$ cat config.mk
export PLATFORM = sky130hd
export DESIGN_NAME = pipe_ctrl
export DESIGN_NICKNAME = d
export VERILOG_FILES = /design/src/rtl/pipe_ctrl.sv
export SDC_FILE = /design/constraint.sdc
export NUM_CORES = 1
export LEC_CHECK = 0
export ABC_AREA = 1
export BUFFER_PORTS_ARGS = -buffer_cell sky130_fd_sc_hd__buf_2
export CAP_MARGIN = 40
export CORE_MARGIN = 10
export CORE_UTILIZATION = 42
export CTS_CLUSTER_DIAMETER = 40
export DETAILED_ROUTE_END_ITERATION = 10
export PLACE_DENSITY = 0.88
export SLEW_MARGIN = 20
export SYNTH_ARGS = -nofsm -noshare
export SYNTH_HDL_FRONTEND = slang
export SYNTH_SLANG_ARGS = --single-unit
$ cat constraint.sdc
create_clock -name clock -period 3.3 [get_ports clock]
set_input_delay 0.33 -clock clock [delete_from_list [all_inputs] [get_ports clock]]
set_output_delay 0.33 -clock clock [all_outputs]
set_load 0.05 [all_outputs]
$ cat src/rtl/pipe_ctrl.sv
// Hazard and sequencing controller for the 5-stage pipeline: load-use, redirect, multi-cycle EX, fence drain, LSU back-pressure.
// Optional stall/flush performance counters are built only when PIPE_CTRL_PERF_EN is defined.
module pipe_ctrl #(
  parameter int MULTI_LAT = 4,
  parameter int CNT_W     = 4
) (
  input  logic        clock,
  input  logic        reset,
  input  logic        id_valid,
  input  logic [4:0]  id_rs1_addr,
  input  logic        id_rs1_used,
  input  logic [4:0]  id_rs2_addr,
  input  logic        id_rs2_used,
  input  logic        ex_valid,
  input  logic [4:0]  ex_w_addr,
  input  logic        ex_w_ena,
  input  logic        ex_mem_ena,
  input  logic        ex_mem_wr,
  input  logic        ex_multi,
  input  logic        ex_redirect,
  input  logic        ex_fence,
  input  logic        mem_valid,
  input  logic        wb_valid,
  input  logic        mem_busy,
  output logic        if_stall,
  output logic        id_stall,
  output logic        ex_stall,
  output logic        id_flush,
  output logic        ex_bubble,
  output logic        pc_redirect,
  output logic        fence_done,
  output logic [31:0] perf_stall,
  output logic [31:0] perf_flush
);

  // state | meaning
  // RUN   | normal issue, hazards resolved combinationally
  // MULTI | multi-cycle EX op in flight, cnt counts remaining stall cycles
  // DRAIN | fence waiting for MEM/WB to empty and LSU to go idle
  typedef enum logic [1:0] {RUN, MULTI, DRAIN} state_e;

  state_e           state_q, state_d;
  logic [CNT_W-1:0] cnt_q, cnt_d;
  logic             lu;
  logic             stall_c, flush_c, bubble_c, redirect_c, done_c, id_stall_c;

  always_comb begin
    lu = ex_valid & ex_mem_ena & ~ex_mem_wr & ex_w_ena & (ex_w_addr != 5'd0) & id_valid &
         ((id_rs1_used & (id_rs1_addr == ex_w_addr)) |
          (id_rs2_used & (id_rs2_addr == ex_w_addr)));
    state_d    = state_q;
    cnt_d      = cnt_q;
    stall_c    = 1'b0;
    id_stall_c = 1'b0;
    flush_c    = 1'b0;
    bubble_c   = 1'b0;
    redirect_c = 1'b0;
    done_c     = 1'b0;
    case (state_q)
      RUN: begin
        if (mem_busy) begin
          stall_c    = 1'b1;
          id_stall_c = 1'b1;
        end else if (ex_valid & ex_redirect) begin
          redirect_c = 1'b1;
          flush_c    = 1'b1;
          bubble_c   = 1'b1;
        end else if (ex_valid & ex_multi) begin
          stall_c    = 1'b1;
          id_stall_c = 1'b1;
          state_d    = MULTI;
          cnt_d      = CNT_W'(MULTI_LAT - 2);
        end else if (ex_valid & ex_fence) begin
          stall_c    = 1'b1;
          id_stall_c = 1'b1;
          state_d    = DRAIN;
        end else if (lu) begin
          // only IF is held; ID/EX takes the bubble so the load moves on
          stall_c  = 1'b1;
          bubble_c = 1'b1;
        end
      end
      MULTI: begin
        if (cnt_q != '0) begin
          stall_c    = 1'b1;
          id_stall_c = 1'b1;
          cnt_d      = cnt_q - CNT_W'(1);
        end else if (mem_busy) begin
          stall_c    = 1'b1;
          id_stall_c = 1'b1;
        end else begin
          state_d = RUN;
        end
      end
      DRAIN: begin
        if (mem_valid | wb_valid | mem_busy) begin
          stall_c    = 1'b1;
          id_stall_c = 1'b1;
        end else begin
          done_c  = 1'b1;
          flush_c = 1'b1;
          state_d = RUN;
        end
      end
      default: state_d = RUN;
    endcase
  end

  always_ff @(posedge clock or negedge reset) begin
    if (!reset) begin
      state_q <= RUN;
      cnt_q   <= '0;
    end else begin
      state_q <= state_d;
      cnt_q   <= cnt_d;
    end
  end

  // outputs are combinational, so gate them with reset to force 0 during reset
  assign if_stall    = stall_c & reset;
  assign ex_stall    = stall_c & id_stall_c & reset;
  assign id_stall    = id_stall_c & reset;
  assign id_flush    = flush_c & reset;
  assign ex_bubble   = bubble_c & reset;
  assign pc_redirect = redirect_c & reset;
  assign fence_done  = done_c & reset;

`ifdef PIPE_CTRL_PERF_EN
  logic [31:0] perf_stall_q, perf_stall_d;
  logic [31:0] perf_flush_q, perf_flush_d;

  always_comb begin
    perf_stall_d = perf_stall_q + {31'd0, if_stall};
    perf_flush_d = perf_flush_q + {31'd0, id_flush};
  end

  always_ff @(posedge clock or negedge reset) begin
    if (!reset) begin
      perf_stall_q <= '0;
      perf_flush_q <= '0;
    end else begin
      perf_stall_q <= perf_stall_d;
      perf_flush_q <= perf_flush_d;
    end
  end

  assign perf_stall = perf_stall_q;
  assign perf_flush = perf_flush_q;
`else
  assign perf_stall = '0;
  assign perf_flush = '0;
`endif

endmodule

==> impl_metrics.yaml, run 1 <==
worst_setup_path:
  critPathMaxFanout: 9
  path_cells: "dlygate4sd3_1, buf_2, nand3_1, nor2_1, inv_1, o21ai_0, buf_2"
  ff2ff_path_depth: 6
  cp_common_cell: "buf_2"
  critical_path_class: "in -> out"
  crit_slowest_cell: "dlygate4sd3_1"
  critPathLaunch: "reset"
  slowest_delay_ns: 0.52
  cp.depth: 7
  end_kind: "primary output"
  timing.rr.start: "cnt_q[0]$_DFFE_PN0P_"
  critPathRequiredTime_ns: 2.97
  cp_num_buf_inv: 4
  critical_path.top_delay_family: "buffers and inverters"
  arrival_ns: 1.78
  cp-start-kind: "input pin"
floorplan:
  start_util_pct: 43.35
  fp-row-count: 19
  chipWidth_um: 72.89
  die_area_sq_um: 5313
  chipHeight_um: 72.89
  top_level_ports: 101
  core_sq_um: 2710
min_path:
  min_from: "mem_busy"
  worstHoldPathCells: 3
  hold_class: "in -> reg"
route:
  routed_wl_mm: 2.781
  drtIter0Drc: 39
  first_pass_iters: 4
  ant_nets: 0
  wl_per_cell_um: 10.57
  routed_via_density: 3.814
  drc: 0
  vias: 1003
cells_and_area:
  layout.nets: 265
  layout-drive-gt1-share_pct: 19.83
  diodes: 0
  layout_common_cells: "conb_1 (64), nand2_1 (46), buf_2 (36)"
  final_common_cell: "conb_1"
  area_growth_pct: 0.6386
clock_tree:
  cts_buffers: 3
  cts_resized: 0
  clkLatencyLatePin_ns: 0.25
  cts_sinks: 6
  ctsRootBufferMaster: "clkbuf_4"
  cts_buffer_depth: 2
  clk_pin_slew_worst_paths_ns: 0.05
  cts_tree: "built"
  htreeDepth: 1
yosys:
  synth_fa_ha_area_share_pct: 1.065
  ys_types: 20
  ys_ff_latch: 6
  syn_area_sq_um: 1175
  yosysTopAreaCell: "buf_4"
  synth-xor-area-share_pct: 0.7455
  synth_mux_area_share_pct: 0
  synth.top_cells.by_area: "buf_4 (41%), nand2_1 (15%), dfrtp_1 (13%), inv_1 (8.6%), nor2_1 (5.4%)"
  ys_warn_count: 0
  synth-compound-area-share_pct: 7.668
  syn_avg_cell_area_sq_um: 6.087
  ys_seq_area_share_pct: 12.78
  syn_inst: 193
  synth_top_cell_area_share_pct: 40.89
  yosys.area_share.simple_pct: 27.90
  synth_top_family_by_area: "buffers and inverters"
timing:
  slew_viol_final: 0
  fin_hold_ws_ns: 0.3583
  min_period_ns: 2.110
  hold_viol_final: 0
  fin_crit_sh_pct: 63.95
  tns_ns: 0
  clock_skew_ns: 0.008874
  finalSetupViolCount: 0
  rsz0062_at_grt: "no"
  fmax_mhz: 473.9
grt:
  grtUsageTotal_pct: 9.681
  antenna_found_initial: 0
  overflow: 0
  grt_pass1_wl_mm: 4.312
  grt_max_degree: 10
  grt_pass1_vias: 986
flow_run:
  cap_violations: 0
placed_design:
  dp_hpwl_mm: 2.572
  place_congestion: 0.8956
  io_buffers: 36
power:
  power.internal_uw: 257.3
  p_sw_share_pct: 61.68
  seqPwrFrac_pct: 17.9
  p_comb_share_pct: 71.9
  pwr_density_cell_nw_per_um2: 567.8
  clkPwrFrac_pct: 10.2
  netSwitchingPower_uw: 414.1
  cellLeakagePower_nw: 0.8136
  ir_worst_vdd_mv: 0.5645
status:
  outcome: "complete, no violations"
[power groups by stage]
stage | sequential (mW) | combinational [mW] | clock (mW)
floorplan | 0.118 | 0.463 | 0
global placement | 0.120 | 0.466 | 0
detailed placement | 0.121 | 0.476 | 0
CTS | 0.120 | 0.479 | 0.0720
global route | 0.124 | 0.535 | 0.0757
finish | 0.120 | 0.483 | 0.0682
[state kept, by name, summed over array words and instances (netlist names)]
| register | count |
|---|---|
| state_q | 2 |
| cnt_q | 4 |
[cell usage after synthesis]
cell	count
a21boi_4	1
conb_1	1
nand2_2	2
o21ai_0	6
nand3_1	10
xor2_1	1
or2_2	1
nor2_1	17
o21ai_1	1
buf_4	64
nor3_1	1
nand2_1	46
a21oi_1	4
nor2_2	1
inv_1	27
o211ai_1	1
nor2_4	1
o21ai_2	1
ha_1	1
dfrtp_1	6
[layer usage]
metal	up-vias	routed length, um	global-route usage [%]
met5	-	0	0
met4	0	13	1.899
met3	2	417	5.714
met2	50	1538	19.56
met1	420	812	7.597
li1	531	-	-
[tightest hold or removal path: stages]
cell	delay (ns)
buf_2	0.10
o21ai_0	0.08
nand2_1	0.06
[logic make-up after synthesis]
group / Yosys count
other cells: 1
flops: 6
compound gates: 14
buf+inv: 91
xor+xnor: 1
simple gates: 79
fa+ha+maj: 1
[area by class of cell]
class                   count  area, sq um
clock buffers               3        22.52
fillers                   296         1528
inverters                  27        101.3
multi-input cells         159        679.4
flip-flops and latches      6        150.1
well taps                  31        38.79
repair buffers             37        190.2
[timing repair]
action,in CTS,in global routing
buffers inserted,0,0
endpoints found under the setup margin,0,0
hold buffers,1,0
hold endpoints to repair,6,0
[metrics by stage]
| stage | worst slack (ns) | instances | util, % | total power, mW | cell area, sq um |
|---|---|---|---|---|---|
| after floorplan | 0.9267 | 256 | - | 0.5811 | 1411 |
| after global placement | 1.580 | 259 | 42.43 | 0.5860 | 1150 |
| after detailed placement | 1.528 | 259 | 42.43 | 0.5972 | 1150 |
| after CTS | 1.184 | 263 | 43.63 | 0.6714 | 1182 |
| after global routing | 1.072 | 263 | 43.63 | 0.7348 | 1182 |
| final | 1.190 | 263 | 43.63 | 0.6714 | 1182 |
[path summary, 6_finish.rpt]
kind	slack, ns	endpoint
min	0.36	state_q[0]$_DFFE_PN0P_
min reg2reg	0.48	cnt_q[0]$_DFFE_PN0P_
max	1.19	id_flush
min in group asynchronous	0.45	cnt_q[2]$_DFFE_PN0P_
max in group asynchronous	2.66	cnt_q[1]$_DFFE_PN0P_
max reg2reg	1.95	cnt_q[1]$_DFFE_PN0P_
No activity file was read; power rests on OpenSTA's default activity.
==> inputs of run 2 (changes only) <==
Settings changed: CORE_UTILIZATION 42 to 39, PLACE_DENSITY 0.88 to 0.83.
Clock period 3.3 ns to 2.05 ns, I/O delays scaled along.
==> impl_metrics.yaml, run 2 (same netlist as run 1, synthesis figures left out) <==
flow_run:
  cap_violations: 0
route:
  wl_per_cell_um: 10.69
  ant_nets: 0
  routed_via_density: 3.806
  first_pass_iters: 4
  drc: 0
  drtIter0Drc: 24
  routed_wl_mm: 2.811
  vias: 1001
power:
  seqPwrFrac_pct: 17.9
  cellLeakagePower_nw: 0.8134
  p_comb_share_pct: 71.9
  power.internal_uw: 414.7
  netSwitchingPower_uw: 661.4
  power_mw: 1.076
  clkPwrFrac_pct: 10.2
  pwr_density_cell_nw_per_um2: 908.2
  ir_worst_vdd_mv: 0.6389
  p_sw_share_pct: 61.47
floorplan:
  core_sq_um: 2829
  top_level_ports: 101
  die_area_sq_um: 5608
  chipHeight_um: 74.89
  fp-row-count: 19
  start_util_pct: 41.53
  chipWidth_um: 74.89
timing:
  rsz0062_at_grt: "no"
  worst_slack_ns: 0.1502
  min_period_ns: 1.900
  hold_viol_final: 0
  clock_skew_ns: 0.001376
  tns_ns: 0
  slew_viol_final: 0
  fin_crit_sh_pct: 92.67
  finalSetupViolCount: 0
  fmax_mhz: 526.4
cells_and_area:
  largest_reg_flops: 4
  layout-drive-gt1-share_pct: 20.26
  final_common_cell: "conb_1"
  diodes: 0
  final_area_sq_um: 1185
  area_growth_pct: 0.8523
  layout.nets: 265
  top_register: "cnt_q"
  layout_common_cells: "conb_1 (64), nand2_1 (46), buf_2 (36)"
  nFillCells: 324
  reg_top3: "cnt_q x4, state_q x2"
clock_tree:
  cts_resized: 0
  ctsRootBufferMaster: "clkbuf_4"
  postCtsSetupBuffers: 0
  clk_pin_slew_worst_paths_ns: 0.04
  htreeDepth: 1
  clkLatencyLatePin_ns: 0.25
  cts_sinks: 6
  cts_buffer_depth: 2
  cts_tree: "built"
  cts_buffers: 3
grt:
  grtUsageTotal_pct: 8.874
  grt_max_degree: 10
  antenna_found_initial: 0
  grt_pass1_wl_mm: 4.077
  overflow: 0
  grt_pass1_vias: 925
worst_setup_path:
  cp-start-kind: "register"
  timing.rr.start: "cnt_q[0]$_DFFE_PN0P_"
  path_cells: "inv_1, ha_1, nand3_1, nand2_2, o211ai_1, o21ai_2, nand2_1, buf_2"
  worstReg2RegEnd: "cnt_q[1]$_DFFE_PN0P_"
  crit_path_end: "if_stall"
  crit_slowest_cell: "dfrtp_1"
  critPathRequiredTime_ns: 1.85
  arrival_ns: 1.69
  critical_path_class: "reg -> out"
  end_kind: "primary output"
  critPathLaunch: "cnt_q[0]$_DFFE_PN0P_"
  critPathMaxFanout: 3
  reg2reg_slack_ns: 0.71
  slowest_delay_ns: 0.38
  ff2ff_path_depth: 7
status:
  outcome: "complete, no violations"
placed_design:
  io_buffers: 36
  place_congestion: 0.8453
  dp_hpwl_mm: 2.642
  dp_slack_ns: 0.4058
  placed_area_sq_um: 1152
min_path:
  hold_class: "in -> reg"
[run 2: cell counts in the layout (fill, tap and decap cells not counted)]
No cell type changed its count.
[run 2: what timing repair did]
action | in CTS | in global routing
hold buffers | 1 | 0
setup endpoints to repair | 0 | 0
hold endpoints to repair | 6 | 0
[run 2: worst min path at each step]
stage                         from                endpoint  cells past startpoint
after global placement       reset    cnt_q[3]$_DFFE_PN0P_                      1
after CTS                 mem_busy  state_q[0]$_DFFE_PN0P_                      3
after global routing      mem_busy  state_q[0]$_DFFE_PN0P_                      3
after floorplan              reset    cnt_q[0]$_DFFE_PN0P_                      0
final                     mem_busy  state_q[0]$_DFFE_PN0P_                      3
after detailed placement     reset    cnt_q[3]$_DFFE_PN0P_                      1
[run 2: final cells by class]
type	count	area (sq um)	share of cell area, %
well taps	31	38.79	3.273
multi-input cells	159	681.9	57.55
flip-flops and latches	6	150.1	12.67
clock buffers	3	22.52	1.901
inverters	27	101.3	8.553
repair buffers	37	190.2	16.05
[run 2: worst max-delay path: cells and delay by family (launching register included)]
kind            cells  cell delay (ns)
compound gates      2             0.29
buf+inv             2             0.29
flops               1             0.38
fa+ha+maj           1             0.18
simple gates        3             0.31
[run 2: metrics by stage]
| step | std cells | utilization [%] | hold slack, ns |
|---|---|---|---|
| global placement | 259 | 40.73 | 0.06265 |
| floorplan | 256 | - | -0.09059 |
| finish | 263 | 41.88 | 0.2417 |
| CTS | 263 | 41.88 | 0.2483 |
| detailed placement | 259 | 40.73 | 0.06298 |
| global route | 263 | 41.88 | 0.2771 |
[run 2: routing by layer]
layer / GRT usage [%] / up-vias / share of wire (%) / wire length, um
li1: - / 531 / - / -
met1: 8.015 / 422 / 31 / 860
met2: 17.90 / 44 / 55 / 1542
met3: 2.365 / 4 / 13 / 372
met4: 3.782 / 0 / 1.3 / 36
met5: 0 / - / 0 / 0
[run 2: power groups by stage]
stage	combinational, mW	clock (mW)	sequential, mW
2_1_floorplan	0.747	0	0.189
3_3_place_gp	0.751	0	0.192
3_5_place_dp	0.770	0	0.194
4_1_cts	0.773	0.114	0.193
5_1_grt	0.850	0.119	0.201
6_report	0.774	0.110	0.192
